[src/rtl/i2s_tx_pkg.sv]
// Shared types and defaults for the I2S transmit serializer.
package i2s_tx_pkg;

    localparam int DEF_SAMPLE_W  = 16;
    localparam int DEF_BCLK_HALF = 2;

    typedef enum logic [1:0] {
        IDLE,
        PRIME,
        LOAD,
        RUN
    } tx_state_t;

    // Slot whose falling-edge event fetches the next frame's word.
    function automatic int prefetch_slot(input int sample_w);
        return 2 * sample_w - 2;
    endfunction

endpackage

[src/rtl/i2s_bclk_gen.sv]
// BCLK divider: toggles BCLK every BCLK_HALF cycles while running and flags the
// cycle whose closing edge drives BCLK from 1 to 0.
module i2s_bclk_gen
    import i2s_tx_pkg::*;
#(
    parameter int BCLK_HALF = DEF_BCLK_HALF
) (
    input  logic clk_500,
    input  logic reset,
    input  logic run,
    output logic bclk,
    output logic fall_next
);

    localparam int CNT_W = $clog2(BCLK_HALF);

    logic [CNT_W-1:0] div_cnt;
    logic             wrap;

    assign wrap      = run && (div_cnt == CNT_W'(BCLK_HALF - 1));
    assign fall_next = wrap && bclk;

    // Held at zero outside RUN so every frame sequence starts at slot 0 with BCLK low.
    always_ff @(posedge clk_500) begin
        if (reset || !run) begin
            div_cnt <= '0;
            bclk    <= 1'b0;
        end else if (wrap) begin
            div_cnt <= '0;
            bclk    <= ~bclk;
        end else begin
            div_cnt <= div_cnt + 1'b1;
        end
    end

endmodule

[src/rtl/i2s_tx_serializer.sv]
// Drains the effect-chain output FIFO onto an I2S link: one FIFO word per frame,
// left channel in the upper half, MSB first with the I2S one-bit delay.
module i2s_tx_serializer
    import i2s_tx_pkg::*;
#(
    parameter int SAMPLE_W  = DEF_SAMPLE_W,
    parameter int BCLK_HALF = DEF_BCLK_HALF
) (
    input  logic                  clk_500,
    input  logic                  reset,
    input  logic                  enable,
    input  logic [2*SAMPLE_W-1:0] fifo_q,
    input  logic                  fifo_rdempty,
    output logic                  fifo_rdreq,
    output logic                  i2s_bclk,
    output logic                  i2s_lrclk,
    output logic                  i2s_sdata,
    output logic                  underrun,
    input  logic                  underrun_clr,
    output logic                  frame_done
);

    localparam int              WORD_W = 2 * SAMPLE_W;
    localparam int              SLOT_W = $clog2(WORD_W);
    localparam logic [SLOT_W-1:0] LAST_SLOT = SLOT_W'(WORD_W - 1);
    localparam logic [SLOT_W-1:0] PF_SLOT   = SLOT_W'(prefetch_slot(SAMPLE_W));
    localparam logic [SLOT_W-1:0] RIGHT_SLOT = SLOT_W'(SAMPLE_W);

    tx_state_t         state;
    logic [SLOT_W-1:0] slot;
    logic [SLOT_W-1:0] next_slot;
    logic [WORD_W-1:0] shift_reg;
    logic [WORD_W-1:0] hold_reg;
    logic              cap_pending;
    logic              running;
    logic              fall_next;
    logic              underrun_set;

    assign running      = (state == RUN);
    assign next_slot    = (slot == LAST_SLOT) ? '0 : slot + 1'b1;
    assign underrun_set = running && fall_next && (next_slot == PF_SLOT) && fifo_rdempty;

    i2s_bclk_gen #(
        .BCLK_HALF(BCLK_HALF)
    ) u_bclk_gen (
        .clk_500  (clk_500),
        .reset    (reset),
        .run      (running),
        .bclk     (i2s_bclk),
        .fall_next(fall_next)
    );

    always_ff @(posedge clk_500) begin
        if (reset) begin
            state       <= IDLE;
            slot        <= '0;
            shift_reg   <= '0;
            hold_reg    <= '0;
            cap_pending <= 1'b0;
            fifo_rdreq  <= 1'b0;
            frame_done  <= 1'b0;
            i2s_lrclk   <= 1'b0;
            i2s_sdata   <= 1'b0;
        end else begin
            // NOTE: strobes default low here; the case below overrides them for one cycle.
            fifo_rdreq  <= 1'b0;
            frame_done  <= 1'b0;
            cap_pending <= fifo_rdreq && running;
            if (cap_pending) hold_reg <= fifo_q;

            case (state)
                IDLE: begin
                    if (enable && !fifo_rdempty) begin
                        state      <= PRIME;
                        fifo_rdreq <= 1'b1;
                    end
                end
                PRIME: state <= LOAD;
                LOAD: begin
                    state     <= RUN;
                    shift_reg <= fifo_q;
                    slot      <= '0;
                    i2s_lrclk <= 1'b0;
                    i2s_sdata <= 1'b0;
                end
                RUN: begin
                    if (fall_next) begin
                        slot      <= next_slot;
                        i2s_lrclk <= (next_slot >= RIGHT_SLOT);
                        // After WORD_W-1 shifts the MSB holds the old word's bit 0 for slot 0.
                        i2s_sdata <= shift_reg[WORD_W-1];
                        if (next_slot == PF_SLOT) begin
                            if (!fifo_rdempty) fifo_rdreq <= 1'b1;
                            else               hold_reg   <= '0;
                        end
                        if (next_slot == '0) begin
                            shift_reg  <= hold_reg;
                            frame_done <= 1'b1;
                            if (!enable) begin
                                state     <= IDLE;
                                i2s_lrclk <= 1'b0;
                                i2s_sdata <= 1'b0;
                            end
                        end else begin
                            shift_reg <= shift_reg << 1;
                        end
                    end
                end
                default: state <= IDLE;
            endcase
        end
    end

    always_ff @(posedge clk_500) begin
        if (reset)             underrun <= 1'b0;
        else if (underrun_set) underrun <= 1'b1;
        else if (underrun_clr) underrun <= 1'b0;
    end

endmodule

[config.mk]
export PLATFORM = sky130hd
export DESIGN_NAME = i2s_tx_serializer
export DESIGN_NICKNAME = d
export VERILOG_FILES = /design/src/rtl/i2s_tx_pkg.sv /design/src/rtl/i2s_bclk_gen.sv /design/src/rtl/i2s_tx_serializer.sv
export SDC_FILE = /design/constraint.sdc
export NUM_CORES = 1
export LEC_CHECK = 0
export BUFFER_PORTS_ARGS = -buffer_cell sky130_fd_sc_hd__buf_2
export CAP_MARGIN = 15
export CELL_PAD_IN_SITES_DETAIL_PLACEMENT = 2
export CELL_PAD_IN_SITES_GLOBAL_PLACEMENT = 2
export CORE_MARGIN = 3
export CORE_UTILIZATION = 40
export DETAILED_ROUTE_END_ITERATION = 6
export PLACE_DENSITY_LB_ADDON = 0.2
export SYNTH_ARGS = -nofsm -noshare
export SYNTH_HDL_FRONTEND = slang
export SYNTH_SLANG_ARGS = --single-unit
[constraint.sdc]
create_clock -name clk_500 -period 4.3 [get_ports clk_500]
set_input_delay 0.86 -clock clk_500 [delete_from_list [all_inputs] [get_ports clk_500]]
set_output_delay 0.86 -clock clk_500 [all_outputs]
set_load 0.01 [all_outputs]
==> Yosys cells after proc, flatten, opt, wreduce, memory -nomap -nowiden <==
Cells that the tools add are included.
{ "op_classes": {"addsub": 2, "magnitude_cmp": 1, "eq_ne": 9, "n_mux": 32, "bitwise_logic": 3, "n_reduce_logical": 18} }
{ "op_table": {"columns": ["cell", "n"], "rows": [
  ["$mux W32", 7],
  ["$pmux W32 S2", 1],
  ["$mux W1", 13],
  ["$eq A5 B5 Y1 const B", 2],
  ["$mux W5", 2],
  ["$pmux W5 S2", 1],
  ["$mux W2", 4],
  ["$pmux W2 S4", 1],
  ["$logic_and A1 B1 Y1", 7],
  ["$pmux W1 S2", 3],
  ["$add A5 B1 Y5 const B", 1],
  ["$ge A5 B5 Y1 const B", 1],
  ["$logic_not A5 Y1", 1],
  ["$eq A2 B2 Y1 const B", 2],
  ["$ne A2 B1 Y1 const B", 2],
  ["$ne A2 B2 Y1 const B", 2],
  ["$reduce_and A4 Y1", 1],
  ["$reduce_bool A2 Y1", 2],
  ["$not A1 Y1", 3],
  ["$reduce_or A3 Y1", 1],
  ["$eq A2 B1 Y1 const B", 1],
  ["$logic_not A1 Y1", 2],
  ["$logic_not A2 Y1", 1],
  ["$reduce_and A2 Y1", 1],
  ["3 further kinds", 3]
]} }
{ "totals": {"regBits": 79, "in_bits": 37, "out_inout_bits": 6, "wordCells": 77} }

==> Logic depth before layout (Yosys ltp) <==
Gate-level depths: netlist of run 1.
{ "logic_depth": {"depth_word": 7, "mapped_depth": 8, "mapped_depth_nobuf": 7} }

==> By module <==
Synthesis of run 1 repeated with hierarchy kept, for this count alone.
{ "hier_totals": {"hier_cells": 445, "hier_area_um2": 3958.8} }
{ "by_module_without_submodules": {"columns": ["module", "instances", "cells_per_inst", "area_per_inst_um2", "seq_area_each_um2"], "rows": [
  ["i2s_tx_serializer", 1, 438, 3888.7, 1541.5],
  ["i2s_bclk_gen", 1, 7, 70.1, 40.0]
]} }

==> Worst setup path after synthesis of run 1 <==
Ideal clock, no wire load.
{ "synth_timing": {"kind": "reg2reg", "start": "register slot[0]", "end": "register hold_reg[10]", "setup_time_ps": 119, "t_arrival_ps": 1904, "required_ps": 4181, "slack_ps": 2278, "path_stages_with_launch": 9, "path_buffers": 1, "period_less_slack_ps": 2022, "path_cell_list": "dfxtp_1 > ha_1 > and3_2 > ha_1 > nor2b_1 > mux2_4 > a41o_4 > buf_12 > nor2_4"} }
{ "synth_between": {"elab_chain_cells": 6, "elab_cells_between_ends": 7, "classes_between": "add/sub (1); eq/ne (2); mux (4)"} }
{ "synth_rtl": {"columns": ["element", "line_no", "source"], "rows": [
  ["start, declared", "i2s_tx_serializer.sv:30", "logic [SLOT_W-1:0] slot;"],
  ["start signal, assigned", "i2s_tx_serializer.sv:88", "slot <= next_slot;"],
  ["$add A5 B1 Y5 / $eq A5 B5 Y1 (equally long branches)", "i2s_tx_serializer.sv:40", "assign next_slot = (slot == LAST_SLOT) ? '0 : slot + 1'b1;"],
  ["$mux W5 (*)", "i2s_tx_serializer.sv:40", null],
  ["$eq A5 B5 Y1 (*)", "i2s_tx_serializer.sv:92", "if (next_slot == PF_SLOT) begin"],
  ["$mux W32 (*)", "i2s_tx_serializer.sv:92", null],
  ["$mux W32 (*)", "i2s_tx_serializer.sv:87", "if (fall_next) begin"],
  ["$mux W32 (*)", "i2s_tx_serializer.sv:71", "case (state)"],
  ["end signal, assigned", "i2s_tx_serializer.sv:69", "if (cap_pending) hold_reg <= fifo_q;"],
  ["end, declared", "i2s_tx_serializer.sv:33", "logic [WORD_W-1:0] hold_reg;"]
]} }
Every way passes the cells marked *; elsewhere a longest branch is shown, timed or not.
A chain may end at the register's enable or synchronous reset.

==> Final worst setup path of run 1 <==
{ "layout_timing": {"start": "register state[1]", "end": "register hold_reg[0]"} }
{ "layout_between": {"elab_chain_cells": 5} }
{ "layout_rtl": {"columns": ["element", "line_no", "source"], "rows": [
  ["start, declared", "i2s_tx_serializer.sv:29", "tx_state_t state;"],
  ["start signal, assigned", "i2s_tx_serializer.sv:55", "state <= IDLE;"],
  ["start signal, assigned", "i2s_tx_serializer.sv:74", "state <= PRIME;"],
  ["start signal, assigned", "i2s_tx_serializer.sv:78", "PRIME: state <= LOAD;"],
  ["$eq A2 B2 Y1 (*)", "i2s_tx_serializer.sv:39, i2s_tx_serializer.sv:71", null],
  ["$logic_and A1 B1 Y1", "i2s_bclk_gen.sv:20", "assign wrap = run && (div_cnt == CNT_W'(BCLK_HALF - 1));"],
  ["$logic_and A1 B1 Y1", "i2s_bclk_gen.sv:21", "assign fall_next = wrap && bclk;"],
  ["$mux W32", "i2s_tx_serializer.sv:87", null],
  ["$mux W32 (*)", "i2s_tx_serializer.sv:71", null]
]} }
Marked as above.

==> out/metrics.cfg, run 1 <==
[sta]
min_period_over_period_pct = 66.39
worst_slew_pin_slew_ns = 1.084
rsz0062_at_grt = false
fmax_mhz = 350.3
hold_viol = 0
tns_ns = 0
holdWs_ns = 0.4539
final.setup.worst_slack_ns = 1.445
min_period_ns = 2.855
slew_headroom_pct = 27.71
setup_viol = 0
report.final.slew_viol_count = 0
clock_skew_ns = 0.008715

[floorplanning]
dieArea_um2 = 10720
dieWidth_um = 103.6
row_count = 34
start_util_pct = 42.42
io_pins = 43
die_h_um = 103.6
core-area_um2 = 8976

[setup_path]
slowest_delay_ns = 0.87
critPathSlowestCell = a41o_4
required_ns = 4.50
path_class = flop to flop
end_kind = flop
start_kind = flop
cp_max_fo = 33
path_cells = ha_1, nand3_2, buf_4, nor3_2, a41o_4, nor2_1
worstPathArrival_ns = 3.05

[yosys]
synth.most_common_cell = dfxtp_1
syn_avg_cell_area_um2 = 10.10
ys_ff_latch = 79
syn-instance-count = 377
yosysTopAreaCell = dfxtp_1
synthTopCellsByArea = dfxtp_1 42%, mux2i_1 8.9%, nor2_4 8.6%
synth_top_cell_area_share_pct = 41.54
synth_area_um2 = 3807
yosysUniqueCellTypes = 41
async_flop_share_pct = 0
synth_ff_type = dfxtp_1
ys_warn_count = 0
synth-edff-count = 0
synth-seq-area-share_pct = 41.54
syn_nets = 421
synthTopCellsByCount = 79 x dfxtp_1, 49 x nand3_1, 39 x a21oi_1

[clocking]
cts_root_buf = clkbuf_8
cts_setup_buffers = 0
cts_tree = yes
clk-insertion-delay-late_ns = 0.34
cts_buffer_depth = 2
htreeDepth = 3
cts_hold_buf = 0
clock_sinks = 79
cts_buffers = 9
cts_resized = 0
clk_pin_slew_ns = 0.08

[place]
dpl_cell_area_um2 = 4000
place_ws_ns = 1.256
dp_hpwl_um = 6577
io_buffers = 42
gp_congestion = 0.7014

[route]
postRouteAntennaNets = 0
routed_wl_um = 9962
dr.pass1.iters = 6
first_iter_violations = 85
routedWlPerCell_um = 18.66
dr_total_vias = 3000
drc = 0
vias_per_cell = 5.618

[global_routing]
gr-usage-all-layers_pct = 19.25
grt_overflow = 0
grt_pass1_wl_um = 17240
grt_pass1_vias = 3289
grt_max_degree = 48
antenna_found_initial = 0

[power]
power_leakage_nw = 1.397
p_per_area_nw_per_um2 = 427.2
peakVddDrop_mv = 0.1777
total_power_w = 0.001798

[final_layout]
layout.nets = 447
area_delta_synth_final_pct = 10.55
antenna_cells = 0
fillers = 974
layout-drive-gt1-share_pct = 25.25
design_area_um2 = 4209

[hold_path]
hold_path_class = flop to flop

[job]
maxCapViolations = 0

[status]
outcome = completed

-- final cells by class --
cell class,instances,area (µm²),area share [%]
clock buffers,12,155.1,3.686
clock inverters,4,53.80,1.278
inverters,7,26.28,0.6243
multi-input cells,259,1986,47.18
flip-flops and latches,79,1583,37.60
well taps,126,157.7,3.746
repair buffers,47,247.7,5.886
-- metal layers --
| metal | vias up | global-route usage (%) | wire length [µm] |
|---|---|---|---|
| met1 | 1519 | 24.55 | 4516 |
| met5 | - | 0 | 0 |
| met2 | 39 | 33.97 | 5092 |
| li1 | 1431 | - | - |
| met3 | 11 | 2.736 | 246 |
| met4 | 0 | 5.413 | 107 |
-- worst paths after layout --
| path | startpoint | endpoint | slack, ns | depth (start not counted) |
|---|---|---|---|---|
| worst max register to register | state[1]$_SDFFE_PP0P_ | hold_reg[0]$_SDFF_PP0_ | 1.45 | 6 |
| worst min register to register | fifo_rdreq$_SDFF_PP0_ | cap_pending$_SDFF_PP0_ | 0.45 | 2 |
| worst max-delay path | state[1]$_SDFFE_PP0P_ | hold_reg[0]$_SDFF_PP0_ | 1.45 | 6 |
| worst min-delay path | fifo_rdreq$_SDFF_PP0_ | cap_pending$_SDFF_PP0_ | 0.45 | 2 |
-- worst max-delay path: cells and delay by family, from the launching register on --
kind                     cells  cell delay, ns
buffers and inverters        1            0.28
AO/OA/AOI/OAI                1            0.87
adder cells (fa/ha/maj)      1            0.56
AND/OR/NAND/NOR              3            0.58
flip-flops                   1            0.39
-- where the power goes --
part	switching [W]	internal (W)	total, W
registers	0.0000464	0.000800	0.000847
clock network	0.000277	0.000302	0.000579
logic	0.000227	0.000146	0.000373
total	0.000551	0.00125	0.00180
-- kinds of logic (layout without fill, tap and decap cells) --
family          count (synthesis)  in the layout  synth area share (%)
simple gates                  132            132                 23.56
compound gates                 82             82                 16.14
flops                          79             79                 41.54
buf+inv                        39             70                 6.310
mux                            36             36                 9.694
fa+ha+maj                       7              7                 2.300
xor+xnor                        2              2                0.4602
-- layout by cell type (no fill, tap or decap), types with 3 or more instances in the layout --
master and n:
dfxtp_1 78, nand3_1 49, buf_2 42, a21oi_1 39
mux2i_1 34, a221o_1 30, nor2_4 29, nor2_1 14
nand3b_1 11, clkbuf_8 11, inv_1 7, nand2b_1 7
ha_1 7, nand2_1 5, buf_4 5, o211ai_1 3
nand4_1 3
-- per-stage QoR --
step	utilization, %	instances
2_1_floorplan	-	377
4_1_cts	46.89	534
3_5_place_dp	44.56	518
6_report	46.89	534
3_3_place_gp	44.56	518
5_1_grt	46.89	534
No activity file was read; power rests on OpenSTA's default activity.
==> run 2, diff against run 1 <==
--- a/config.mk
+++ b/config.mk
@@ -5,12 +5,13 @@
 export SDC_FILE = /design/constraint.sdc
 export NUM_CORES = 1
 export LEC_CHECK = 0
+export ABC_AREA = 1
 export BUFFER_PORTS_ARGS = -buffer_cell sky130_fd_sc_hd__buf_2
 export CAP_MARGIN = 15
 export CELL_PAD_IN_SITES_DETAIL_PLACEMENT = 2
 export CELL_PAD_IN_SITES_GLOBAL_PLACEMENT = 2
 export CORE_MARGIN = 3
-export CORE_UTILIZATION = 40
+export CORE_UTILIZATION = 30
 export DETAILED_ROUTE_END_ITERATION = 6
 export PLACE_DENSITY_LB_ADDON = 0.2
 export SYNTH_ARGS = -nofsm -noshare
==> constraint.sdc (replaced) <==
create_clock -name clk_500 -period 2.48 [get_ports clk_500]
set_input_delay 0.496 -clock clk_500 [delete_from_list [all_inputs] [get_ports clk_500]]
set_output_delay 0.496 -clock clk_500 [all_outputs]
set_load 0.01 [all_outputs]
==> run 2 against run 1 <==
Compared with the run above:
- worst hold slack worse by 0.039 ns
- non-clock buffer count up 9
- first-iteration DRC count up 29%
- register-to-register slack worse by 1.2 ns
- fmax up 29%
- critical endpoint is now shift_reg[25]$_SDFFE_PP0P_
- critical path type unchanged
- utilization down 10 points
- critical path depth up 6
==> out/metrics.cfg, run 2 <==
[setup_path]
path_class = flop to flop
ff2ff_setup_slack_ns = 0.27
required_ns = 2.74
start_kind = flop
worstPathArrival_ns = 2.47
rr_startpoint = slot[0]$_SDFFE_PP0P_
crit_start = slot[0]$_SDFFE_PP0P_
critPathSlowestCell = dfxtp_1
slowest_delay_ns = 0.42
cpMostUsedCell = nand2_1
path_cells = ha_1, nand2_1, nor2_1, ha_1, inv_1, nand2_1, nor2_4, nand2_4, buf_4, nand2_1, nand3_1, a21oi_1
cp_max_fo = 24
end_kind = flop

[yosys]
async_flop_share_pct = 0
synthTopCellsByArea = dfxtp_1 42%, a21oi_1 11%, nand3_1 6.5%
syn_nets = 552
yosysUniqueCellTypes = 25
synthTopCellsByCount = 81 x a21oi_1, 79 x dfxtp_1, 57 x inv_1
ys_ff_latch = 79
yosysTopAreaCell = dfxtp_1
synth-edff-count = 0
synth-seq-area-share_pct = 41.81
syn-instance-count = 508
synth_top_cell_area_share_pct = 41.81
synth.most_common_cell = a21oi_1
synth_ff_type = dfxtp_1
syn_avg_cell_area_um2 = 7.446
synth_area_um2 = 3782
ys_warn_count = 0

[final_layout]
final_cell_mix = 81 x a21oi_1, 78 x dfxtp_1, 57 x inv_1
area_delta_synth_final_pct = 17.23
final_common_cell = a21oi_1
layout-drive-gt1-share_pct = 14.68
fin_cells = 713
design_area_um2 = 4434
layout.nets = 584
final_core_utilization_pct = 36.46
antenna_cells = 0

[route]
postRouteAntennaNets = 0
vias_per_cell = 4.882
routed_wl_um = 11620
first_iter_violations = 110
dr_total_vias = 3481
routedWlPerCell_um = 16.30
drc = 0
dr.pass1.iters = 4

[floorplanning]
die_h_um = 118.3
io_pins = 43
row_count = 40
dieArea_um2 = 13990
dieWidth_um = 118.3
start_util_pct = 31.10
core-area_um2 = 12160

[job]
maxCapViolations = 0

[power]
power_leakage_nw = 1.823
p_per_area_nw_per_um2 = 845.4
peakVddDrop_mv = 0.3092

[global_routing]
grt_pass1_vias = 3894
grt_overflow = 0
grt_pass1_wl_um = 19670
antenna_found_initial = 0
gr-usage-all-layers_pct = 17.52
grt_max_degree = 40

[clocking]
clk_pin_slew_ns = 0.06
clk-insertion-delay-late_ns = 0.34
cts_resized = 0
cts_setup_buffers = 0
clock_sinks = 79
cts_buffers = 9
htreeDepth = 3
cts_buffer_depth = 2
cts_root_buf = clkbuf_16
cts_hold_buf = 0
cts_tree = yes

[sta]
hold_viol = 0
tns_ns = 0
min_period_ns = 2.210
min_period_over_period_pct = 89.10
slew_headroom_pct = 70.03
fmax_mhz = 452.6
clock_skew_ns = 0.005220
rsz0062_at_grt = false
worst_slew_pin_slew_ns = 0.4496
final.setup.worst_slack_ns = 0.2704
report.final.slew_viol_count = 0
setup_viol = 0

[place]
dp_hpwl_um = 7462
dpl_cell_area_um2 = 4143
io_buffers = 42
place_ws_ns = 0.2417
gp_congestion = 0.7623
placed_cells = 697

[hold_path]
hold_path_class = input port to flop
holdCritStartpoint = fifo_q[23]

[status]
outcome = completed

run 2: cell count changes after synthesis, sizes merged, moves of 14 or more:
| cell | change |
|---|---|
| a21oi | +40 |
| inv | +53 |
| o21ai | +35 |
| a221o | -30 |
| nand2 | +52 |
| mux2i | -14 |
run 2: kinds of logic (layout without fill, tap and decap cells):
logic type	Yosys count	count (layout)	share of synthesized area, %
buffers and inverters	95	132	11.02
muxes	21	21	5.557
DFF	79	79	41.81
AOI/OAI and AO/OA	119	119	16.08
adders and majority gates	7	7	2.315
and+or+nand+nor	187	187	23.22
run 2: per-layer routing:
metal / vias up / part of all wire, % / GRT usage, %
met1: 1695 / 46 / 20.81
li1: 1735 / - / -
met2: 38 / 50 / 31.05
met5: - / 0 / 0
met4: 0 / 1.7 / 6.154
met3: 13 / 2.3 / 3.780
run 2: critical path, delay by kind of cell, from the launching register on:
kind,cells,cell delay (ns)
adders and majority gates,2,0.47
and+or+nand+nor,7,0.78
buffers and inverters,2,0.30
DFF,1,0.42
AOI/OAI and AO/OA,1,0.17
run 2: layout make-up:
class,count,area [µm²]
clock buffer,12,246.5
clock inverter,4,45.04
fill,1451,7727
inverter,60,225.2
multi-input combinational,334,1784
sequential,79,1583
tap,168,210.2
timing repair buffer,56,340.3
run 2: worst paths after layout:
path | to | cells after the start
worst min-delay path | hold_reg[23]$_SDFF_PP0_ | 3
worst max register to register | shift_reg[25]$_SDFFE_PP0P_ | 12
worst max-delay path | shift_reg[25]$_SDFFE_PP0P_ | 12
worst min register to register | cap_pending$_SDFF_PP0_ | 2
run 2: through the flow:
step | hold WS (ns) | power, W
floorplan | 0.4133 | 0.002157
global placement | 0.4251 | 0.002413
detailed placement | 0.4329 | 0.002455
CTS | 0.4086 | 0.003813
global route | 0.4296 | 0.004035
finish | 0.4144 | 0.003749
run 2: report_power, final:
group	leakage, nW	total, W	internal [W]	switching, W
combinational	1.03	0.000844	0.000290	0.000554
clock	0.146	0.00132	0.000802	0.000519
sequential	0.642	0.00158	0.00148	0.000106
==> run 3, diff against run 2 <==
--- a/config.mk
+++ b/config.mk
@@ -5,13 +5,12 @@
 export SDC_FILE = /design/constraint.sdc
 export NUM_CORES = 1
 export LEC_CHECK = 0
-export ABC_AREA = 1
 export BUFFER_PORTS_ARGS = -buffer_cell sky130_fd_sc_hd__buf_2
 export CAP_MARGIN = 15
 export CELL_PAD_IN_SITES_DETAIL_PLACEMENT = 2
 export CELL_PAD_IN_SITES_GLOBAL_PLACEMENT = 2
 export CORE_MARGIN = 3
-export CORE_UTILIZATION = 30
+export CORE_UTILIZATION = 34
 export DETAILED_ROUTE_END_ITERATION = 6
 export PLACE_DENSITY_LB_ADDON = 0.2
 export SYNTH_ARGS = -nofsm -noshare
==> run 3 against run 2 <==
Compared with the run above:
- sequential power is 7% lower
- worst hold slack worse by 0.0082 ns
- clock power is 9% lower
- first-iteration DRC count is 21% lower
- fmax is 3.5% lower
- clock skew is 0.0051 ns higher
- clock-buffer cell count is 1 lower
- register-to-register slack worse by 0.08 ns
- worst setup slack worse by 0.079 ns
==> out/metrics.cfg, run 3 (synthesized netlist as in run 1, its figures left out) <==
[floorplanning]
dieWidth_um = 111.8
dieArea_um2 = 12500
die_h_um = 111.8
start_util_pct = 34.97
core-area_um2 = 10890
io_pins = 43
row_count = 38

[place]
placed_cells = 541
io_buffers = 42
gp_congestion = 0.7898
dpl_cell_area_um2 = 4123
dp_hpwl_um = 6695

[sta]
fmax_mhz = 436.9
tns_ns = 0
slew_headroom_pct = 60.29
report.final.slew_viol_count = 0
rsz0062_at_grt = false
holdWs_ns = 0.4062
min_period_ns = 2.289
min_period_over_period_pct = 92.28
worst_slew_pin_slew_ns = 0.5957
hold_viol = 0
clock_skew_ns = 0.01032
setup_viol = 0

[final_layout]
final_core_utilization_pct = 40.14
fillers = 1189
layout.nets = 456
final_common_cell = dfxtp_1
design_area_um2 = 4370
fin_cells = 557
area_delta_synth_final_pct = 14.79
layout-drive-gt1-share_pct = 27.10
antenna_cells = 0
final_cell_mix = 78 x dfxtp_1, 49 x nand3_1, 42 x buf_2

[setup_path]
path_class = flop to flop
end_kind = flop
required_ns = 2.71
cp_max_fo = 19
start_kind = flop
worstPathArrival_ns = 2.52

[global_routing]
grt_max_degree = 47
gr-usage-all-layers_pct = 17.47
grt_pass1_vias = 3393
grt_pass1_wl_um = 17730
antenna_found_initial = 0
grt_overflow = 0

[power]
peakVddDrop_mv = 0.3490
p_per_area_nw_per_um2 = 768.0
power_leakage_nw = 1.473

[clocking]
cts_buffer_depth = 2
cts_setup_buffers = 0
cts_tree = yes
clock_sinks = 79
cts_root_buf = clkbuf_8
cts_hold_buf = 0
clk-insertion-delay-late_ns = 0.35
clk_pin_slew_ns = 0.08
cts_buffers = 9
htreeDepth = 3

[route]
vias_per_cell = 5.413
drt-met1-wl_um = 4864
routed_wl_um = 10510
wl_met2_um = 5155
dr.pass1.iters = 4
first_iter_violations = 87
top_layer_used = met4
drc = 0
dr_total_vias = 3015
wl_met3_um = 384
postRouteAntennaNets = 0
routedWlPerCell_um = 18.87

[status]
outcome = completed

[job]
maxCapViolations = 0

[hold_path]
hold_path_class = input port to flop

==> run 3: cell count changes in the layout (fill, tap and decap cells not counted), moves of 9 or more <==
cell / delta
nor2_1: -38
mux2i_1: +13
a21oi_1: -42
clkbuf_8: +9
nand2_1: -50
a221o_1: +30
inv_1: -50
nand3b_1: -9
nor2_4: +28
o21ai_0: -33
clkbuf_16: -9
==> run 3: final timing paths <==
kind / start / slack, ns / depth (start not counted) / endpoint
setup / recovery: slot[0]$_SDFFE_PP0P_ / 0.19 / 8 / shift_reg[1]$_SDFFE_PP0P_
hold / removal: underrun_clr / 0.41 / 3 / underrun$_SDFFE_PP0P_
setup reg to reg: slot[0]$_SDFFE_PP0P_ / 0.19 / 8 / shift_reg[1]$_SDFFE_PP0P_
hold reg to reg: fifo_rdreq$_SDFF_PP0_ / 0.44 / 2 / cap_pending$_SDFF_PP0_
==> run 3: layout make-up <==
| cell class | count | area (µm²) | share of cell area, % |
|---|---|---|---|
| multi-input combinational | 259 | 1988 | 45.49 |
| sequential | 79 | 1583 | 36.22 |
| timing repair buffer | 56 | 352.8 | 8.073 |
| tap | 140 | 175.2 | 4.008 |
| clock buffer | 11 | 141.4 | 3.235 |
| clock inverter | 5 | 103.9 | 2.376 |
| inverter | 7 | 26.28 | 0.6012 |
==> run 3: power by group <==
group	leakage, nW	switching (W)	internal (W)	total [W]
registers	0.638	0.0000806	0.00139	0.00147
logic	0.711	0.000402	0.000286	0.000688
clock network	0.124	0.000500	0.000700	0.00120
==> run 3: what timing repair did <==
action / 4_1_cts / 5_1_grt
setup endpoints to repair: 0 / 22
resized for setup: 0 / 1
endpoints found under the hold margin: 0 / 0
==> run 3: per-stage QoR <==
| stage | power (W) | setup slack (ns) |
|---|---|---|
| after global routing | 0.003554 | 0.04076 |
| final | 0.003356 | 0.1913 |
| after global placement | 0.002157 | 0.2730 |
| after CTS | 0.003393 | 0.1091 |
| after floorplan | 0.001942 | 0.4576 |
| after detailed placement | 0.002188 | 0.1941 |
==> run 3: layer usage <==
metal / track usage, % / vias up
met3: 4.076 / 10
met5: 0 / -
met1: 22.33 / 1497
met2: 30.18 / 57
met4: 3.487 / 0
li1: - / 1451
==> run 3: worst max-delay path, stage by stage, from the launching register on <==
cell     delay, ns
dfxtp_1       0.40
ha_1          0.25
and3_2        0.20
ha_2          0.24
nor2b_1       0.09
mux2i_2       0.29
a21oi_2       0.11
buf_4         0.23
a221o_1       0.36
